$ cat config.mk
export PLATFORM = sky130hd
export DESIGN_NAME = simon_input_conditioner
export DESIGN_NICKNAME = d
export VERILOG_FILES = /design/src/rtl/simon_input_conditioner.sv
export SDC_FILE = /design/constraint.sdc
export NUM_CORES = 1
export LEC_CHECK = 0
export BUFFER_PORTS_ARGS = -buffer_cell sky130_fd_sc_hd__buf_2
export CAP_MARGIN = 20
export CORE_MARGIN = 1
export CORE_UTILIZATION = 60
export DETAILED_ROUTE_END_ITERATION = 10
export PLACE_DENSITY = 0.86
export SYNTH_ARGS = -nofsm -noshare
export SYNTH_HDL_FRONTEND = slang
export SYNTH_SLANG_ARGS = --single-unit
$ cat constraint.sdc
create_clock -name clk -period 2.88 [get_ports clk]
set_clock_uncertainty 0.05 [all_clocks]
set_input_delay 0.144 -clock clk [delete_from_list [all_inputs] [get_ports clk]]
set_output_delay 0.144 -clock clk [all_outputs]
set_load 0.05 [all_outputs]
$ cat src/rtl/simon_input_conditioner.sv
// Simon game input front end: 2-flop synchronisers, per-input debouncers and a
// one-key-at-a-time press FSM producing the controller's strobes and colour decodes.
module simon_input_conditioner #(
    parameter int unsigned DEBOUNCE_CYCLES = 250000
) (
    input  logic       clk,
    input  logic       reset,
    input  logic [3:0] btn_raw,
    input  logic       enter_raw,
    input  logic [1:0] expected,
    output logic [1:0] key_code,
    output logic       key_pressed,
    output logic       key_released,
    output logic       valid_input,
    output logic       enter_pressed,
    output logic       input_eq_green,
    output logic       input_eq_red,
    output logic       input_eq_yellow,
    output logic       input_eq_blue,
    output logic       correct
);

    localparam int unsigned CNT_W = $clog2(DEBOUNCE_CYCLES + 1);
    // The D-th consecutive disagreeing cycle flips the level, so compare against D-1.
    localparam logic [CNT_W-1:0] CntLast = CNT_W'(DEBOUNCE_CYCLES - 1);

    typedef enum logic [1:0] {
        StIdle,
        StHeld,
        StWaitClear
    } state_e;

    // Bit 4 is ENTER, bits 3:0 are the colour buttons.
    logic [4:0]            raw_all;
    logic [4:0]            sync1_q;
    logic [4:0]            sync2_q;
    logic [4:0]            db_q;
    logic [4:0]            db_d;
    logic [4:0][CNT_W-1:0] cnt_q;
    logic [4:0][CNT_W-1:0] cnt_d;

    state_e     state_q;
    state_e     state_d;
    logic [1:0] key_code_q;
    logic [1:0] key_code_d;
    logic       key_pressed_q;
    logic       key_pressed_d;
    logic       key_released_q;
    logic       key_released_d;
    logic       valid_q;
    logic       valid_d;
    logic       enter_pressed_q;
    logic       enter_pressed_d;
    logic       enter_last_q;

    logic [3:0] db_color;
    logic       color_single;
    logic       color_none;
    logic [1:0] color_code;
    logic [3:0] key_mask;

    assign raw_all = {enter_raw, btn_raw};

    always_comb begin
        db_d  = db_q;
        cnt_d = cnt_q;
        for (int i = 0; i < 5; i++) begin
            if (sync2_q[i] == db_q[i]) begin
                cnt_d[i] = '0;
            end else if (cnt_q[i] == CntLast) begin
                db_d[i]  = sync2_q[i];
                cnt_d[i] = '0;
            end else begin
                cnt_d[i] = cnt_q[i] + CNT_W'(1);
            end
        end
    end

    assign db_color     = db_q[3:0];
    assign color_none   = (db_color == 4'b0000);
    assign color_single = !color_none && ((db_color & (db_color - 4'd1)) == 4'b0000);
    assign key_mask     = 4'b0001 << key_code_q;

    always_comb begin
        color_code = 2'd0;
        unique case (db_color)
            4'b0001: color_code = 2'd0;
            4'b0010: color_code = 2'd1;
            4'b0100: color_code = 2'd2;
            4'b1000: color_code = 2'd3;
            default: color_code = 2'd0;
        endcase
    end

    always_comb begin
        state_d        = state_q;
        key_code_d     = key_code_q;
        key_pressed_d  = 1'b0;
        key_released_d = 1'b0;
        valid_d        = 1'b0;
        unique case (state_q)
            StIdle: begin
                if (color_single) begin
                    state_d       = StHeld;
                    key_code_d    = color_code;
                    key_pressed_d = 1'b1;
                    valid_d       = 1'b1;
                end else if (!color_none) begin
                    state_d = StWaitClear;
                end
            end
            StHeld: begin
                if (color_none) begin
                    // Keep valid through the release cycle so correct can be sampled there.
                    state_d        = StIdle;
                    key_released_d = 1'b1;
                    valid_d        = 1'b1;
                end else if (db_color != key_mask) begin
                    state_d        = StWaitClear;
                    key_released_d = 1'b1;
                end else begin
                    valid_d = 1'b1;
                end
            end
            StWaitClear: begin
                if (color_none) begin
                    state_d = StIdle;
                end
            end
            default: state_d = StIdle;
        endcase
    end

    assign enter_pressed_d = db_q[4] & ~enter_last_q;

    always_ff @(posedge clk) begin
        if (!reset) begin
            sync1_q         <= '0;
            sync2_q         <= '0;
            db_q            <= '0;
            cnt_q           <= '0;
            state_q         <= StIdle;
            key_code_q      <= 2'd0;
            key_pressed_q   <= 1'b0;
            key_released_q  <= 1'b0;
            valid_q         <= 1'b0;
            enter_pressed_q <= 1'b0;
            enter_last_q    <= 1'b0;
        end else begin
            sync1_q         <= raw_all;
            sync2_q         <= sync1_q;
            db_q            <= db_d;
            cnt_q           <= cnt_d;
            state_q         <= state_d;
            key_code_q      <= key_code_d;
            key_pressed_q   <= key_pressed_d;
            key_released_q  <= key_released_d;
            valid_q         <= valid_d;
            enter_pressed_q <= enter_pressed_d;
            enter_last_q    <= db_q[4];
        end
    end

    assign key_code        = key_code_q;
    assign key_pressed     = key_pressed_q;
    assign key_released    = key_released_q;
    assign valid_input     = valid_q;
    assign enter_pressed   = enter_pressed_q;
    assign input_eq_green  = valid_q & (key_code_q == 2'd0);
    assign input_eq_red    = valid_q & (key_code_q == 2'd1);
    assign input_eq_yellow = valid_q & (key_code_q == 2'd2);
    assign input_eq_blue   = valid_q & (key_code_q == 2'd3);
    assign correct         = valid_q & (key_code_q == expected);

endmodule
==> Word-level counts from Yosys, hierarchy flattened <==
Index checks and enable logic that the tools add are counted.
W data, S select, Z words.
{ "totals": {"word_cells": 96, "inputBits": 9, "register_bits": 114, "output_inout_bits": 11} }
{ "op_classes": {"n_addsub": 6, "n_eq_ne": 23, "n_bitwise": 14, "n_mux": 13, "shifts": 1, "reduce_logical": 20} }
{ "ops": {"columns": ["op", "count"], "rows": [
  ["$add A18 B1 Y18 const B", 5],
  ["$eq A18 B18 Y1 const B", 5],
  ["$reduce_and A2 Y1", 8],
  ["$reduce_or A3 Y1", 5],
  ["$pmux W2 S3", 2],
  ["$mux W2", 5],
  ["$logic_not A4 Y1", 2],
  ["$not A1 Y1", 7],
  ["$and A1 B1 Y1", 6],
  ["$eq A2 B2 Y1 const B", 3],
  ["$ne A3 B3 Y1 const B", 2],
  ["$eq A1 B1 Y1", 5],
  ["$mux W1", 5],
  ["$and A4 B4 Y4", 1],
  ["$eq A2 B1 Y1 const B", 2],
  ["$eq A4 B2 Y1 const B", 1],
  ["$eq A4 B3 Y1 const B", 1],
  ["$eq A4 B4 Y1 const B", 1],
  ["$logic_not A2 Y1", 2],
  ["$ne A4 B4 Y1", 1],
  ["$shl A1 B2 Y4 const A", 1],
  ["$sub A4 B1 Y4 const B", 1],
  ["$reduce_and A3 Y1", 1],
  ["$eq A2 B2 Y1", 1],
  ["4 further kinds", 4]
]} }

==> Longest topological paths before layout <==
Gate-level depths: netlist of run 1.
{ "depth": {"ltp_word": 6, "mapped_depth": 6, "depth_no_buf": 5} }

==> Worst setup path before layout of run 1 <==
OpenSTA, ideal clock, no wires.
{ "synth_path": {"kind": "register to output", "from": "register key_code_q[0] (netlist: key_code[0])", "to": "output port input_eq_green", "stages_incl_launch_ff": 3, "slack_ns": 0.793, "t_required_ns": 2.686, "t_arrival_ns": 1.893, "n_path_buf": 1, "cell_sequence": "dfxtp_1 clkbuf_1 nor3b_1"} }
{ "synth_between": {"elab_chain_len": 2} }
{ "synth_rtl": {"columns": ["element", "line", "source"], "rows": [
  ["from (decl)", "44", "logic [1:0] key_code_q;"],
  ["from (signal assigned)", "155", "key_code_q <= key_code_d;"],
  ["$logic_not A2 Y1", "169", "assign input_eq_green = valid_q & (key_code_q == 2'd0);"],
  ["$and A1 B1 Y1", "169", null],
  ["to (decl)", "16", "output logic input_eq_green,"]
]} }
No other way between the ends.

==> Worst setup path after layout of run 1 <==
{ "layout_path": {"from": "register cnt_q[0] (netlist bit)", "to": "register cnt_q[12] (netlist bit)"} }
{ "layout_between": {"elab_chain_len": 2, "word_cells_on_any_way": 3, "classes_between": "add/sub (1); eq/ne (1); reduce/logical (1)"} }
{ "layout_rtl": {"columns": ["element", "line", "source"], "rows": [
  ["from (decl)", "39", "logic [4:0][CNT_W-1:0] cnt_q;"],
  ["from (signal assigned)", "153", "cnt_q <= cnt_d;"],
  ["branches (longest 2 deep; another with $add A18 B1 Y18)", null, null]
]} }
Parallel ways; which one is timed is not known.
A chain may end at the register's enable or synchronous reset.

==> results of run 1 <==
-- final cells by class --
cell class | count | area (µm²)
clock inverters | 11 | 138
multi-input cells | 424 | 2610
clock buffers | 20 | 435
repair buffers | 26 | 160
flip-flops and latches | 114 | 2280
fillers | 592 | 2330
well taps | 105 | 131
inverters | 23 | 86.3
-- placed cells by master, fill, tap and decap left out, drive strengths merged, types with 3 or more instances in the layout --
cell type / netlist / routed
nor4: 25 / 25
or3: 7 / 7
a21oi: 14 / 14
and2: 13 / 13
dfxtp: 114 / 114
and3: 6 / 6
nand2b: 3 / 3
clkinv: 0 / 5
nand4: 24 / 24
clkbuf: 11 / 20
and3b: 3 / 3
dlygate4sd3: 0 / 5
bufinv: 0 / 3
xnor2: 66 / 66
nor2: 104 / 104
nand3: 33 / 33
buf: 3 / 21
clkinvlp: 0 / 3
nor3: 17 / 17
inv: 23 / 23
xor2: 14 / 14
nand2: 30 / 30
nor4b: 4 / 4
o31ai: 5 / 5
o41ai: 3 / 3
or4: 12 / 12
mux2i: 4 / 4
o21ai: 10 / 10
ha: 5 / 5
nor3b: 3 / 3
-- metal layers --
metal	GRT usage, %	part of all wire [%]	vias up
met2	43.1	49	127
met5	0	0	-
li1	-	-	2070
met3	8.21	4.9	20
met4	10.4	1.5	0
met1	28.1	45	2002
-- critical path, stage by stage, from the launching register on --
cell	delay [ns]
dfxtp_1	0.38
ha_1	0.21
nand3_1	0.28
or3_1	0.52
o211ai_2	0.63
nor2_1	0.15
-- metrics by stage --
stage | instance area (µm²) | utilization (%) | setup slack (ns) | hold slack [ns]
finish | 5840 | 71.4 | 0.511 | 0.0415
global placement | 5220 | 63.8 | 0.707 | 0.302
detailed placement | 5220 | 63.8 | 0.589 | 0.305
floorplan | 5040 | - | 0.793 | 0.221
global route | 5840 | 71.4 | 0.371 | 0.0717
CTS | 5840 | 71.4 | 0.546 | 0.0432
-- worst min path at each step --
stage | endpoint | slack [ns] | cells after the start
CTS | key_code[0] | 0.04 | 3
detailed placement | sync1_q[3] | 0.31 | 2
finish | key_code[0] | 0.04 | 3
floorplan | sync1_q[0] | 0.22 | 1
global placement | sync1_q[3] | 0.30 | 2
global route | sync1_q[0] | 0.07 | 2
-- registers in the layout, summed over array words and instances (netlist names) --
register	cells
cnt_q	90
key_pressed	1
key_released	1
enter_last_q	1
sync1_q	5
sync2_q	5
db_q	5
state_q	2
valid_input	1
key_code	2
enter_pressed	1
-- logic make-up (layout without fill, tap and decap cells) --
group                      count (synthesis)  in the layout  synth area share, %
AOI/OAI and AO/OA                         41             41                 5.76
xor gates and xnor gates                  80             80                 13.9
adders and majority gates                  5              5                 1.24
buffers and inverters                     37             80                 2.95
DFF                                      114            114                 45.3
muxes                                      4              4                0.795
and+or+nand+nor                          294            294                 30.0
-- power by group through the flow --
stage | Sequential, mW | Clock [mW] | Combinational [mW]
floorplan | 1.62 | 0 | 0.0262
global placement | 1.62 | 0 | 0.0362
detailed placement | 1.63 | 0 | 0.0374
CTS | 1.59 | 2.05 | 0.0429
global route | 1.59 | 2.14 | 0.0473
finish | 1.59 | 2.05 | 0.0427
==> impl_metrics.tcl, run 1 <==
set metrics [dict create \
    synth_edf_count 0 \
    clkSinkCount 114 \
    setup_viol 0 \
    nets 620 \
    r2r_slack_ns 0.51 \
    syn-instance-count 575 \
    max-slew-margin-rel_pct 49.8 \
    synth_top_area_cell "dfxtp_1" \
    yosysUniqueCellTypes 50 \
    synth_area_leaders "dfxtp_1 45%, xnor2_1 11%, nor2_1 7.7%" \
    seq_area_frac_synth_pct 45.3 \
    worstPathArrival_ns 2.69 \
    post_cts_resized 0 \
    antenna_found_initial 0 \
    crit_start "cnt_q[0]" \
    ios 20 \
    ant_nets 0 \
    hpwl_mm 6.32 \
    drc 0 \
    outcome "complete, no violations" \
    cts-htree-levels 4 \
    pwr-share-comb_pct 1.2 \
    gp_congestion 0.851 \
    wire_per_inst_um 14.2 \
    switching_share_pct 20.4 \
    synth_common_cells "114 x dfxtp_1, 104 x nor2_1, 66 x xnor2_1" \
    overflow 0 \
    tightest_slew_ns 0.751 \
    power_frac_seq_pct 43.2 \
    hold_viol_final 0 \
    cts_setup_buffers 0 \
    cts_tree "yes" \
    start_kind "flip-flop" \
    critPathCaptureType "flip-flop" \
    post-synth-top-count-cell "dfxtp_1" \
    syn_nets 589 \
    synth_top_cell_area_share_pct 45.3 \
    fmax_ghz 0.422 \
    r2r_start "cnt_q[0]" \
    die_x_um 93.6 \
    cts_hold_buf 5 \
    p_int_mw 2.93 \
    vdd_drop_max_uv 429 \
    dieArea_um2 8770 \
    coreArea_um2 8180 \
    hold_path_class "input pin to flip-flop" \
    final_cells 723 \
    port_buffers 19 \
    p_switching_uw 750 \
    maxCapViolations 0 \
    leakagePower_nw 1.85 \
    vias 4219 \
    timing.rr.end "cnt_q[12]" \
    ctsRootBufferMaster "clkbuf_8" \
    ys_seq_elements 114 \
    rows 33 \
    drt-initial-drc-count 259 \
    grt_pass1_wl_mm 17.2 \
    grt_pass1_vias 4080 \
    die_height_um 93.6 \
    cts.clk_slew.worst_paths_ns 0.05 \
    drt_pass1_iterations 5 \
    crit_end "cnt_q[12]" \
    area_growth_pct 15.9 \
    critical_path_class "flip-flop to flip-flop" \
    rsz0062_at_grt "no" \
    insertion_delay_ns 0.52 \
    synth_ff_type "dfxtp_1" \
    ff2ff_path_depth 5 \
    routed_wl_mm 10.3 \
    power_density_nw_per_um2 630 \
    syn_avg_cell_area_um2 8.76 \
    worstPathRequired_ns 3.20 \
    grt_max_degree 27 \
    cp_max_fo 18 \
    yosysWarnings 0 \
    final_layout_size_suffix_gt1_share_pct 10.2 \
    initial_core_util_pct 61.6 \
    netlist_area_um2 5040 \
    antenna_cells 0 \
    dp_cells 687 \
    cts_inserted_buffers 17 \
    setup_tns_ns 0 \
    async_flop_share_pct 0 \
    clkPwrFrac_pct 55.6 \
    power_mw 3.68 \
    clockBufferDepth 2 \
    hp-start "reset" \
    fin_crit_sh_pct 82.3 \
    period_minus_slack_ns 2.37 \
    grtUsageTotal_pct 25.0 \
    drt-vias-per-instance 5.84 \
    slew_violations 0 \
]
Note: power is estimated with default switching activity, not from simulation.
==> run 2, diff against run 1 <==
- ABC_AREA: unset -> 1
- clock period: 2.88 -> 2.3 ns (I/O delays scaled with it)
==> impl_metrics.tcl, run 2 <==
set metrics [dict create \
    start_kind "flip-flop" \
    grt_max_degree 19 \
    worstPathArrival_ns 1.82 \
    timing.rr.end "cnt_q[22]" \
    netlist_area_um2 5510 \
    drt-vias-per-instance 5.45 \
    synth_top_area_cell "dfxtp_1" \
    wire_per_inst_um 12.6 \
    area_growth_pct 14.4 \
    r2r_start "cnt_q[18]" \
    cp_max_fo 7 \
    coreArea_um2 8810 \
    post-synth-top-count-cell "nand2_1" \
    overflow 0 \
    outcome "finished, violations left" \
    yosysUniqueCellTypes 32 \
    crit_slowest_cell "dfxtp_1" \
    cts_inserted_buffers 17 \
    cts.clk_slew.worst_paths_ns 0.06 \
    ios 20 \
    hp-start "btn_raw[2]" \
    fmax_ghz 0.504 \
    die_x_um 97.9 \
    hold_end "sync1_q[2]" \
    cts-htree-levels 4 \
    nets 846 \
    violations "DRC" \
    maxCapViolations 0 \
    drc 2 \
    antenna_cells 0 \
    seq_area_frac_synth_pct 41.4 \
    initial_core_util_pct 62.6 \
    critical_path_class "flip-flop to primary output" \
    clockBufferDepth 2 \
    async_flop_share_pct 0 \
    insertion_delay_ns 0.52 \
    drt-initial-drc-count 266 \
    power_density_nw_per_um2 718 \
    hold_path_class "input pin to flip-flop" \
    fin_crit_sh_pct 86.3 \
    whs_ns 0.260 \
    max-slew-margin-rel_pct 67.0 \
    synth_top_cell_area_share_pct 41.4 \
    yosysWarnings 0 \
    die_height_um 97.9 \
    ant_nets 0 \
    hpwl_mm 8.36 \
    cpMostUsedCell "a21oi_1" \
    antenna_found_initial 0 \
    cts_tree "yes" \
    power_mw 4.53 \
    period_minus_slack_ns 1.99 \
    clkSinkCount 114 \
    grt_pass1_wl_mm 20.4 \
    vdd_drop_max_uv 520 \
    syn-instance-count 794 \
    largest_register "cnt_q" \
    port_buffers 19 \
    cp.depth 5 \
    syn_nets 808 \
    setup_tns_ns 0 \
    hold_viol_final 0 \
    synth_edf_count 0 \
    crit_chain "inv_1, a21oi_1, o221ai_1, a21oi_1, buf_2" \
    tightest_slew_ns 0.490 \
    ff2ff_path_depth 8 \
    grtUsageTotal_pct 26.3 \
    grt_pass1_vias 4859 \
    min_path_cells 4 \
    rows 34 \
    vias 5198 \
    setup_viol 0 \
    drt_pass1_iterations 8 \
    post_cts_resized 0 \
    synth_common_cells "192 x nand2_1, 114 x dfxtp_1, 114 x nor2_1" \
    final_layout_size_suffix_gt1_share_pct 9.82 \
    dieArea_um2 9580 \
    critPathCaptureType "primary output" \
    rsz0062_at_grt "no" \
    ys_seq_elements 114 \
    mostFrequentLayoutCell "nand2_1" \
    r2r_slack_ns 0.37 \
    routed_wl_mm 12.0 \
    slew_violations 0 \
    crit_family "flip-flops" \
    synth_area_leaders "dfxtp_1 41%, nand2_1 13%, nor2_1 7.8%" \
    ctsRootBufferMaster "clkbuf_8" \
    cp_slowest_stage_delay_ns 0.45 \
    largest_reg_flops 90 \
    path_buf_inv 2 \
    synth_ff_type "dfxtp_1" \
    leakagePower_nw 2.14 \
    syn_avg_cell_area_um2 6.94 \
    final_cell_mix "192 x nand2_1, 114 x nor2_1, 114 x dfxtp_1, 102 x inv_1, 59 x a21oi_1" \
    worstPathRequired_ns 2.13 \
    gp_congestion 0.901 \
]
-- run 2: cell types whose count changed in the layout (fill, tap and decap cells not counted), moves of 10 or more --
cell / delta
nor3_1: +15
nor2_1: +10
or4_1: -10
nor4_1: -24
and2_1: -13
nand3_1: +15
xnor2_1: -58
a21oi_1: +45
inv_1: +79
nor2_2: +12
nand2_1: +162
-- run 2: logic make-up (layout without fill, tap and decap cells) --
logic type	count (synthesis)	in the layout	synth area share [%]
fa+ha+maj	5	5	1.13
buf+inv	111	162	8.33
compound gates	77	77	7.06
xor+xnor	27	27	4.29
simple gates	460	460	37.8
flops	114	114	41.4
-- run 2: how the worst max path moves through the flow --
stage / startpoint / to / slack [ns]
after floorplan: key_code[1] / correct / 0.20
after global placement: cnt_q[54] / cnt_q[65] / 0.61
after detailed placement: cnt_q[18] / cnt_q[31] / 0.50
after CTS: key_code[1] / correct / 0.29
after global routing: key_code[1] / correct / 0.20
final: key_code[1] / correct / 0.31
-- run 2: where the power goes --
group          internal, mW  switching, mW
Clock                  1.59          0.888
Combinational        0.0224         0.0348
Sequential             1.99        0.00616
Total                  3.60          0.929
-- run 2: tightest hold or removal path: cells and delay by family --
family / cells / cell delay, ns
AND/OR/NAND/NOR: 1 / 0.04
buffers and inverters: 3 / 0.64
-- run 2: final cells by class --
type / count / area [µm²]
inverter: 103 / 387
clock inverter: 9 / 106
timing repair buffer: 27 / 170
fill: 679 / 2500
clock buffer: 23 / 457
multi-input combinational: 569 / 2770
tap: 108 / 135
sequential: 114 / 2280
-- run 2: layer usage --
metal / vias to the layer above / routed length, µm / GRT usage, %
li1: 2621 / - / -
met1: 2429 / 5230 / 29.4
met2: 124 / 6020 / 47.1
met3: 24 / 508 / 5.01
met4: 0 / 237 / 14.0
met5: - / 0 / 0
-- run 2: per-stage QoR --
| step | cell area (µm²) | instances | setup slack, ns | utilization (%) |
|---|---|---|---|---|
| final | 6310 | 953 | 0.315 | 71.7 |
| after global routing | 6310 | 953 | 0.204 | 71.7 |
| after floorplan | 5510 | 794 | 0.202 | - |
| after detailed placement | 5690 | 915 | 0.499 | 64.6 |
| after CTS | 6310 | 953 | 0.286 | 71.7 |
| after global placement | 5690 | 915 | 0.607 | 64.6 |
-- run 2: repair_timing --
item / 4_1_cts / 5_1_grt
setup buffers: 0 / 0
hold buffers: 6 / 0
hold endpoints to repair: 11 / 0
